**config.mk**
```make
export PLATFORM = sky130hd
export DESIGN_NAME = shiftreg_sipo_rx
export DESIGN_NICKNAME = d
export VERILOG_FILES = /design/src/rtl/shiftreg_sipo_rx.sv
export SDC_FILE = /design/constraint.sdc
export NUM_CORES = 1
export LEC_CHECK = 0
export BUFFER_PORTS_ARGS = -buffer_cell sky130_fd_sc_hd__buf_2
export CORE_ASPECT_RATIO = 0.9
export CORE_MARGIN = 4
export CORE_UTILIZATION = 38
export DETAILED_ROUTE_END_ITERATION = 10
export GPL_ROUTABILITY_DRIVEN = 0
export GPL_TIMING_DRIVEN = 0
export SYNTH_ARGS = -nofsm -noshare
export SYNTH_HDL_FRONTEND = slang
export SYNTH_SLANG_ARGS = --single-unit
export TNS_END_PERCENT = 1
```
**constraint.sdc**
```tcl
create_clock -name clk -period 1.6 [get_ports clk]
set_clock_uncertainty 0.15 [all_clocks]
set_input_delay 0.08 -clock clk [delete_from_list [all_inputs] [get_ports clk]]
set_output_delay 0.08 -clock clk [all_outputs]
set_load 0.02 [all_outputs]
```
**src/rtl/shiftreg_sipo_rx.sv**
```systemverilog
// shiftreg_sipo_rx: LSB-first serial-in/parallel-out receiver with word
// framing, a one-word holding register and a valid/ready output handshake.
//
// Ports:
//   clk        clock, all state updates on posedge
//   reset_L    asynchronous active-low reset
//   clear      synchronous flush of partial word, held word and overrun
//   ser_in     serial data bit, sampled when enable=1
//   enable     bit strobe, one bit shifted in per strobed clock
//   data_out   held word, bit 0 = first bit received
//   valid      data_out holds an unconsumed word
//   ready      consumer takes data_out when valid & ready
//   overrun    sticky flag, a completed word was dropped
//   bit_count  bits received toward the current word
module shiftreg_sipo_rx #(
  parameter int W = 8
) (
  input  logic                 clk,
  input  logic                 reset_L,
  input  logic                 clear,
  input  logic                 ser_in,
  input  logic                 enable,
  input  logic                 ready,
  output logic [W-1:0]         data_out,
  output logic                 valid,
  output logic                 overrun,
  output logic [$clog2(W)-1:0] bit_count
);

  localparam int CW = $clog2(W);
  localparam logic [CW-1:0] LAST = CW'(W - 1);

  typedef enum logic {
    EMPTY = 1'b0,
    FULL  = 1'b1
  } state_e;

  state_e        state_q, state_d;
  logic [W-1:0]  sh_q, sh_d;
  logic [W-1:0]  dout_q, dout_d;
  logic [CW-1:0] cnt_q, cnt_d;
  logic          ovr_q, ovr_d;
  logic [W-1:0]  cand;
  logic          done;

  always_ff @(posedge clk or negedge reset_L) begin
    if (!reset_L) begin
      state_q <= EMPTY;
      sh_q    <= '0;
      dout_q  <= '0;
      cnt_q   <= '0;
      ovr_q   <= 1'b0;
    end else begin
      state_q <= state_d;
      sh_q    <= sh_d;
      dout_q  <= dout_d;
      cnt_q   <= cnt_d;
      ovr_q   <= ovr_d;
    end
  end

  always_comb begin
    cand    = {ser_in, sh_q[W-1:1]};
    done    = enable && (cnt_q == LAST);
    state_d = state_q;
    sh_d    = sh_q;
    dout_d  = dout_q;
    cnt_d   = cnt_q;
    ovr_d   = ovr_q;
    if (clear) begin
      state_d = EMPTY;
      sh_d    = '0;
      dout_d  = '0;
      cnt_d   = '0;
      ovr_d   = 1'b0;
    end else begin
      if (enable) begin
        sh_d  = cand;
        cnt_d = done ? '0 : cnt_q + CW'(1);
      end
      unique case (state_q)
        EMPTY: begin
          if (done) begin
            state_d = FULL;
            dout_d  = cand;
          end
        end
        FULL: begin
          // A word landing while full replaces the held one only
          // if the consumer takes the old one in the same cycle.
          if (done) begin
            if (ready) dout_d = cand;
            else       ovr_d  = 1'b1;
          end else if (ready) begin
            state_d = EMPTY;
          end
        end
      endcase
    end
  end

  assign data_out  = dout_q;
  assign valid     = (state_q == FULL);
  assign overrun   = ovr_q;
  assign bit_count = cnt_q;

endmodule

```
* Word-level counts from Yosys, hierarchy flattened *
Cells that the tools add are included.

operators by class
  $add $sub $neg = 1
  eq/ne operators = 5
  mux-type cells = 19
  bitwise logic cells = 1
  reductions and logical operators = 6

operators with widths
  cell                 number
  $mux 8               6
  $pmux 8 s2           1
  $mux 3               3
  $mux 1               8
  $ne 3x3->1 const B   2
  $reduce_and 3->1     2
  $reduce_bool 2->1    3
  $add 3x1->3 const B  1
  $eq 3x3->1 const B   1
  $ne 3x2->1 const B   1
  $ne 2x2->1 const B   1
  $pmux 1 s2           1
  $logic_and 1x1->1    1
  $not 1->1            1

word-level totals
  register bits = 21
  input bits = 6

* Logic depth before layout (Yosys ltp) *
Gate-level depths: netlist (run 1).

  depth in word-level cells = 5
  gate-level depth with buffers = 5
  mapped depth without buffers = 5

* Worst setup path before layout (run 1) *
Ideal clock, no wire load.

  path kind = reg2reg
  start = register cnt_q[0], in the netlist bit_count[0]
  end = register dout_q[0], in the netlist data_out[0]
  arrival = 1.309 ns
  required time = 1.371 ns
  path slack = 0.061 ns
  cell stages (with the launch flop) = 6
  path through = dfrtp_1 -> ha_1 -> ha_1 -> nand2_2 -> nor2_8 -> mux2i_1

between the ends
  cells in the longest elaborated chain, start to end = 4

ends and longest elaborated chain
  element                                                           RTL line  RTL
  start: declaration                                                41        logic [CW-1:0] cnt_q, cnt_d;
  start signal: assignment                                          57        cnt_q <= cnt_d;
  $eq 3x3->1 (*)                                                    64        done = enable && (cnt_q == LAST);
  $logic_and 1x1->1 (*)                                             64
  $ne 3x3->1 (no source line) / $ne 3x2->1 (equally long branches)  -
  $reduce_and 3->1 (no source line) (*)                             -
  end signal: assignment                                            56        dout_q <= dout_d;
  end: declaration                                                  40        logic [W-1:0] dout_q, dout_d;

Mark *: on every way between the ends. The rest lies on a longest branch, timed or not.
A chain may end at the register's enable or synchronous reset.

* Final worst setup path (run 1) *
  start = register cnt_q[0], in the netlist bit_count[0]
  end = register dout_q[7], in the netlist data_out[7]

Same word-level chain as after synthesis.

==> results.toml, run 1 <==
[logic_synthesis]
synth.area.top_cells = "dfrtp_1, mux2i_1, nand2b_1"
synth_top_area_frac = 0.536
avgSynthCellArea_um2 = 11.7
synth.most_common_cell = "dfrtp_1"
yosys-top-cells-count = "dfrtp_1, mux2i_1, nand2b_1"
synthSimpleGateAreaFrac = 0.210
synth_top_family_by_area = "simple AND/OR/NAND/NOR gates"
ys_async_sr_fraction = 1.00
syn_nets = 88
synthesis.area_um2 = 933
yosys.cell_types.count = 16
synth_compound_area_frac = 0.0228
synth.area.mux_share = 0.172
yosysWarnings = 0
ys_seq_elements = 20
synth_ff_type = "dfrtp_1"
syn_inst = 80
seq_area_frac_synth = 0.536
synth_xor_area_frac = 0
synth_edf_count = 0
synth_top_area_cell = "dfrtp_1"
synth_fa_ha_area_frac = 0.0268

[clock_tree]
clockBufferDepth = 2
clock-sinks = 20
h-tree-depth = 1
cts_inserted_buffers = 3
cts_tree = "done"
clk_latency_ps = 290
clkSlewWorstSetupHoldPaths_ps = 110
cts_root_buffer = "clkbuf_4"

[pwr]
peakVddDrop_mv = 0.692
p_leak_nw = 0.560
power.density_nw_per_um2 = 729

[timing]
whs_ps = -3.24
rsz0062_at_grt = "false"
fin_crit_sh = 0.933
final.setup.worst_slack_ps = 107
hold_viol_final = 1
worst_pin_slew_ps = 442
drv_slew = 0
maxSlewHeadroom = 0.705
period_needed_ps = 1490
fmax_ghz = 0.670
setup_viol = 0
setup-tns-final_ps = 0

[final_layout]
seq_area_um2 = 500
area_delta_synth_final_pct = 21.3
multi_input_area_um2 = 423
fin_nets = 114
final_layout_size_suffix_gt1_frac = 0.288
diodes = 0
n_fill_cell = 222

[drt]
drt_wl_total_mm = 1.71
firstDrtPassIters = 3
viasPerCell = 4.63
met3_length_um = 62
dr_total_vias = 607
drc = 0
met2WireLength_um = 793
ant_nets = 0
drt-initial-drc-count = 13
met1Wirelength_um = 832
wl_per_cell_um = 13.0
routed.top_layer = "met4"

[worst_setup_path]
crit_fanout = 8
crit_type = "flip-flop to flip-flop"
worstPathRequired_ps = 1670
cp-start-kind = "flip-flop"
end_kind = "flip-flop"
r2r-start = "bit_count[0]"
critPathLaunch = "bit_count[0]"
arrival_ps = 1560

[die]
initial_utilization = 0.413
dieArea_um2 = 3310
dieHeight_um = 55.0
fp.coreArea_um2 = 2260
fp.dieW_um = 60.2
num_io_pins = 19
rows = 16

[placed_design]
hpwlAfterDp_mm = 1.20
dp_slack_ps = 17.4
port_buffers = 17

[global_route]
grt_pass1_wl_mm = 3.01
overflow = 0
first_global_vias = 611
grt_max_degree = 21
grt_use_total = 0.126
antenna_found_initial = 0

[outcome]
violations = "negative hold slack"
status = "complete, but fails checks"

[worst_hold_path]
hp-start = "clear"
hp-class = "primary input to flip-flop"

[run]
cap_violations = 0
==> sequential cells by signal (all words and copies together) (netlist names) <==
| name | cells |
|---|---|
| bit_count | 3 |
| data_out | 8 |
| overrun | 1 |
| sh_q | 7 |
| valid | 1 |
==> critical path, cell delays in order (launching register included) <==
cell and delay (ps):
dfrtp_1 420, ha_2 220, ha_4 160, nand2_4 70
nor2_8 190, mux2i_1 220
==> power breakdown <==
group	internal (mW)	switching [mW]
Combinational	0.0347	0.0429
Clock	0.0874	0.143
Sequential	0.512	0.00632
Total	0.634	0.192
==> routing by layer <==
| layer | vias to the layer above | GRT usage |
|---|---|---|
| met1 | 281 | 0.169 |
| met3 | 2 | 0.0418 |
| li1 | 314 | - |
| met2 | 10 | 0.194 |
| met4 | 0 | 0.0332 |
| met5 | - | 0 |
==> final timing paths <==
path                            cells after the start  slack (ps)           end
worst max-delay path                                5         110   data_out[7]
worst min-delay path                                3          -3   data_out[6]
worst max register to register                      5         110   data_out[7]
worst min register to register                      2         390       overrun
max in group asynchronous                           2         890   data_out[0]
min in group asynchronous                           2         100  bit_count[2]
==> cell families (layout without fill, tap and decap cells) <==
kind of cell,count (synthesis),count (layout)
AO/OA/AOI/OAI,4,4
adder cells (fa/ha/maj),2,2
buffers and inverters,5,29
flip-flops,20,20
multiplexers,16,16
AND/OR/NAND/NOR,33,33
==> repair_timing <==
item | CTS | global route
gates resized for setup | 1 | 3
endpoints found under the hold margin | 24 | 0
buffers inserted | 0 | 1
pin swaps | 1 | 2
endpoints found under the setup margin | 1 | 8
hold buffers | 3 | 0
cloned | 0 | 0
==> final cells by class <==
cell class                 instances  share of cell area
multi-input combinational         55               0.373
buffer                             4              0.0232
clock buffer                       3              0.0199
sequential                        20               0.442
tap                               27              0.0298
timing repair buffer              21               0.108
inverter                           1             0.00331
==> per-stage QoR <==
stage          instance area [µm²]  power [mW]   util  instances
2_1_floorplan                  933       0.570      -         80
3_3_place_gp                  1050       0.599  0.465        124
3_5_place_dp                  1050       0.600  0.465        124
4_1_cts                       1110       0.833  0.489        130
5_1_grt                       1130       0.879  0.501        131
6_report                      1130       0.826  0.501        131
==> cells in the final DEF, fill, tap and decap left out <==
master,count
buf_2,20
dfrtp_1,20
mux2i_1,16
nand2b_1,16
nor2_1,11
a21oi_1,3
clkbuf_4,3
dlygate4sd3_1,3
buf_6,1
and2b_4,1
inv_1,1
nand2_1,1
nand3b_1,1
a31oi_1,1
nand2_4,1
nor2_8,1
nor3b_1,1
ha_4,1
ha_2,1
buf_4,1
(Power assumes the default switching activity.)
==> inputs of run 2 (changes only) <==
--- a/config.mk
+++ b/config.mk
@@ -12,6 +12,7 @@
 export DETAILED_ROUTE_END_ITERATION = 10
 export GPL_ROUTABILITY_DRIVEN = 0
 export GPL_TIMING_DRIVEN = 0
+export PLACE_DENSITY = 0.64
 export SYNTH_ARGS = -nofsm -noshare
 export SYNTH_HDL_FRONTEND = slang
 export SYNTH_SLANG_ARGS = --single-unit
==> run 2 against run 1 <==
The flow now finishes without violations. Sequential share of layout area is 1.6 points lower. Count of clock-buffer cells in the layout stayed put. Largest cell class unchanged. Maximum frequency is 0.31% lower. Total power is 23% higher. Highest routed layer unchanged. Cell count is 2.3% higher.
==> results.toml, run 2 (same netlist as run 1, synthesis figures left out) <==
[timing]
setup-tns-final_ps = 0
period_needed_ps = 1500
drv_slew = 0
setup_viol = 0
fin_crit_sh = 0.936
rsz0062_at_grt = "false"
fmax_ghz = 0.668
worst_pin_slew_ps = 453
maxSlewHeadroom = 0.698
hold_viol_final = 0

[die]
dieArea_um2 = 3310
num_io_pins = 19
fp.dieW_um = 60.2
fp.coreArea_um2 = 2260
rows = 16
dieHeight_um = 55.0
initial_utilization = 0.413

[drt]
drc = 0
ant_nets = 0
wl_per_cell_um = 12.7
dr_total_vias = 630
firstDrtPassIters = 3
drt_wl_total_mm = 1.70
drt-initial-drc-count = 11
viasPerCell = 4.70

[worst_setup_path]
r2r-start = "bit_count[1]"
crit_type = "primary input to flip-flop"
slowest_stage = "dlygate4sd3_1"
crit_path_end = "data_out[7]"
critPathLaunch = "clear"
worstRegToRegCells = 5
r2r-end = "data_out[3]"
max_stage_delay_ps = 550
crit_chain = "dlygate4sd3_1 > buf_2 > nand2b_1 > dlygate4sd3_1 > mux2i_1"
path_depth = 5
end_kind = "flip-flop"
worstPathRequired_ps = 1690
crit_fanout = 10
cp-start-kind = "primary input"
arrival_ps = 1580
rrSetupSlack_ps = 120
cpMostUsedCell = "dlygate4sd3_1"
crit_family = "buffers and inverters"
critical_path_buf_inv_count = 3

[clock_tree]
clk_latency_ps = 310
clock-sinks = 20
clockBufferDepth = 2
cts_tree = "done"
cts_inserted_buffers = 3
cts_root_buffer = "clkbuf_4"
clkSlewWorstSetupHoldPaths_ps = 120
h-tree-depth = 1

[final_layout]
fin_area_um2 = 1170
seq_area_um2 = 500
n_fill_cell = 208
fin_nets = 116
layout.cells.most_common_list = "buf_2, dfrtp_1, mux2i_1, nand2b_1, nor2_1"
largest_reg_flops = 8
multi_input_area_um2 = 415
diodes = 0
area_delta_synth_final_pct = 25.9
final_layout_size_suffix_gt1_frac = 0.280

[global_route]
antenna_found_initial = 0
grt_use_total = 0.124
grt_max_degree = 21
grt_pass1_wl_mm = 2.96
first_global_vias = 675
overflow = 0

[pwr]
p_leak_nw = 0.575
power.density_nw_per_um2 = 865
peakVddDrop_mv = 0.569

[placed_design]
hpwlAfterDp_mm = 1.24
placed_area_um2 = 1050
port_buffers = 17

[worst_hold_path]
hp-class = "primary input to asynchronous set/reset pin"

[run]
cap_violations = 0

[outcome]
status = "finished clean"
[run 2: cell types whose count changed in the layout (fill, tap and decap cells not counted), sizes merged]
cell	previous run	this run
bufinv	0	1
dlygate4sd3	3	5
[run 2: area by class of cell]
class,instances,area share
timing repair buffer,23,0.121
sequential,20,0.426
buffer,4,0.0224
clock buffer,3,0.0192
inverter,1,0.00319
clock inverter,1,0.0256
multi-input combinational,55,0.354
tap,27,0.0288
[run 2: worst reg2reg max path, delay by kind of cell, from the launching register on]
family        cells  cell delay (ps)
fa+ha+maj         2              370
mux               1              220
simple gates      2              290
flops             1              380
[run 2: how the worst min path moves through the flow]
stage | start | end | slack (ps) | cells after the start
after floorplan | reset_L | bit_count[0] | -370 | 0
after global placement | reset_L | valid | -100 | 1
after detailed placement | reset_L | valid | -90 | 1
after CTS | ready | valid | 80 | 4
after global routing | reset_L | bit_count[1] | 100 | 2
final | reset_L | valid | 90 | 2
[run 2: through the flow]
| stage | total power, mW | hold slack [ps] | util | setup slack [ps] | cells |
|---|---|---|---|---|---|
| after global routing | 1.07 | 104 | 0.519 | 40.5 | 134 |
| after global placement | 0.599 | -97.7 | 0.465 | 75.6 | 124 |
| final | 1.02 | 85.0 | 0.519 | 102 | 134 |
| after detailed placement | 0.601 | -94.1 | 0.465 | 20.1 | 124 |
| after CTS | 1.03 | 81.5 | 0.515 | 35.3 | 134 |
| after floorplan | 0.570 | -366 | - | 61.5 | 80 |
[run 2: power by group]
part           internal (mW)  leakage, nW  switching, mW
clock                  0.254       0.0279          0.161
sequential             0.512        0.277        0.00525
combinational         0.0397        0.270         0.0449
[run 2: what timing repair did]
action                     in CTS  in global routing
pin swaps                       1                  1
hold endpoints to repair       30                  0
hold buffers                    5                  0
resized for setup               1                  1
buffers inserted                1                  0
setup endpoints to repair       3                  7
[run 2: layer usage]
metal | vias to the layer above | GRT usage | part of all wire | routed length, µm
met4 | 0 | 0.0443 | 0.0065 | 11
li1 | 319 | - | - | -
met3 | 3 | 0.0487 | 0.052 | 88
met5 | - | 0 | 0 | 0
met1 | 299 | 0.147 | 0.45 | 771
met2 | 9 | 0.207 | 0.49 | 833
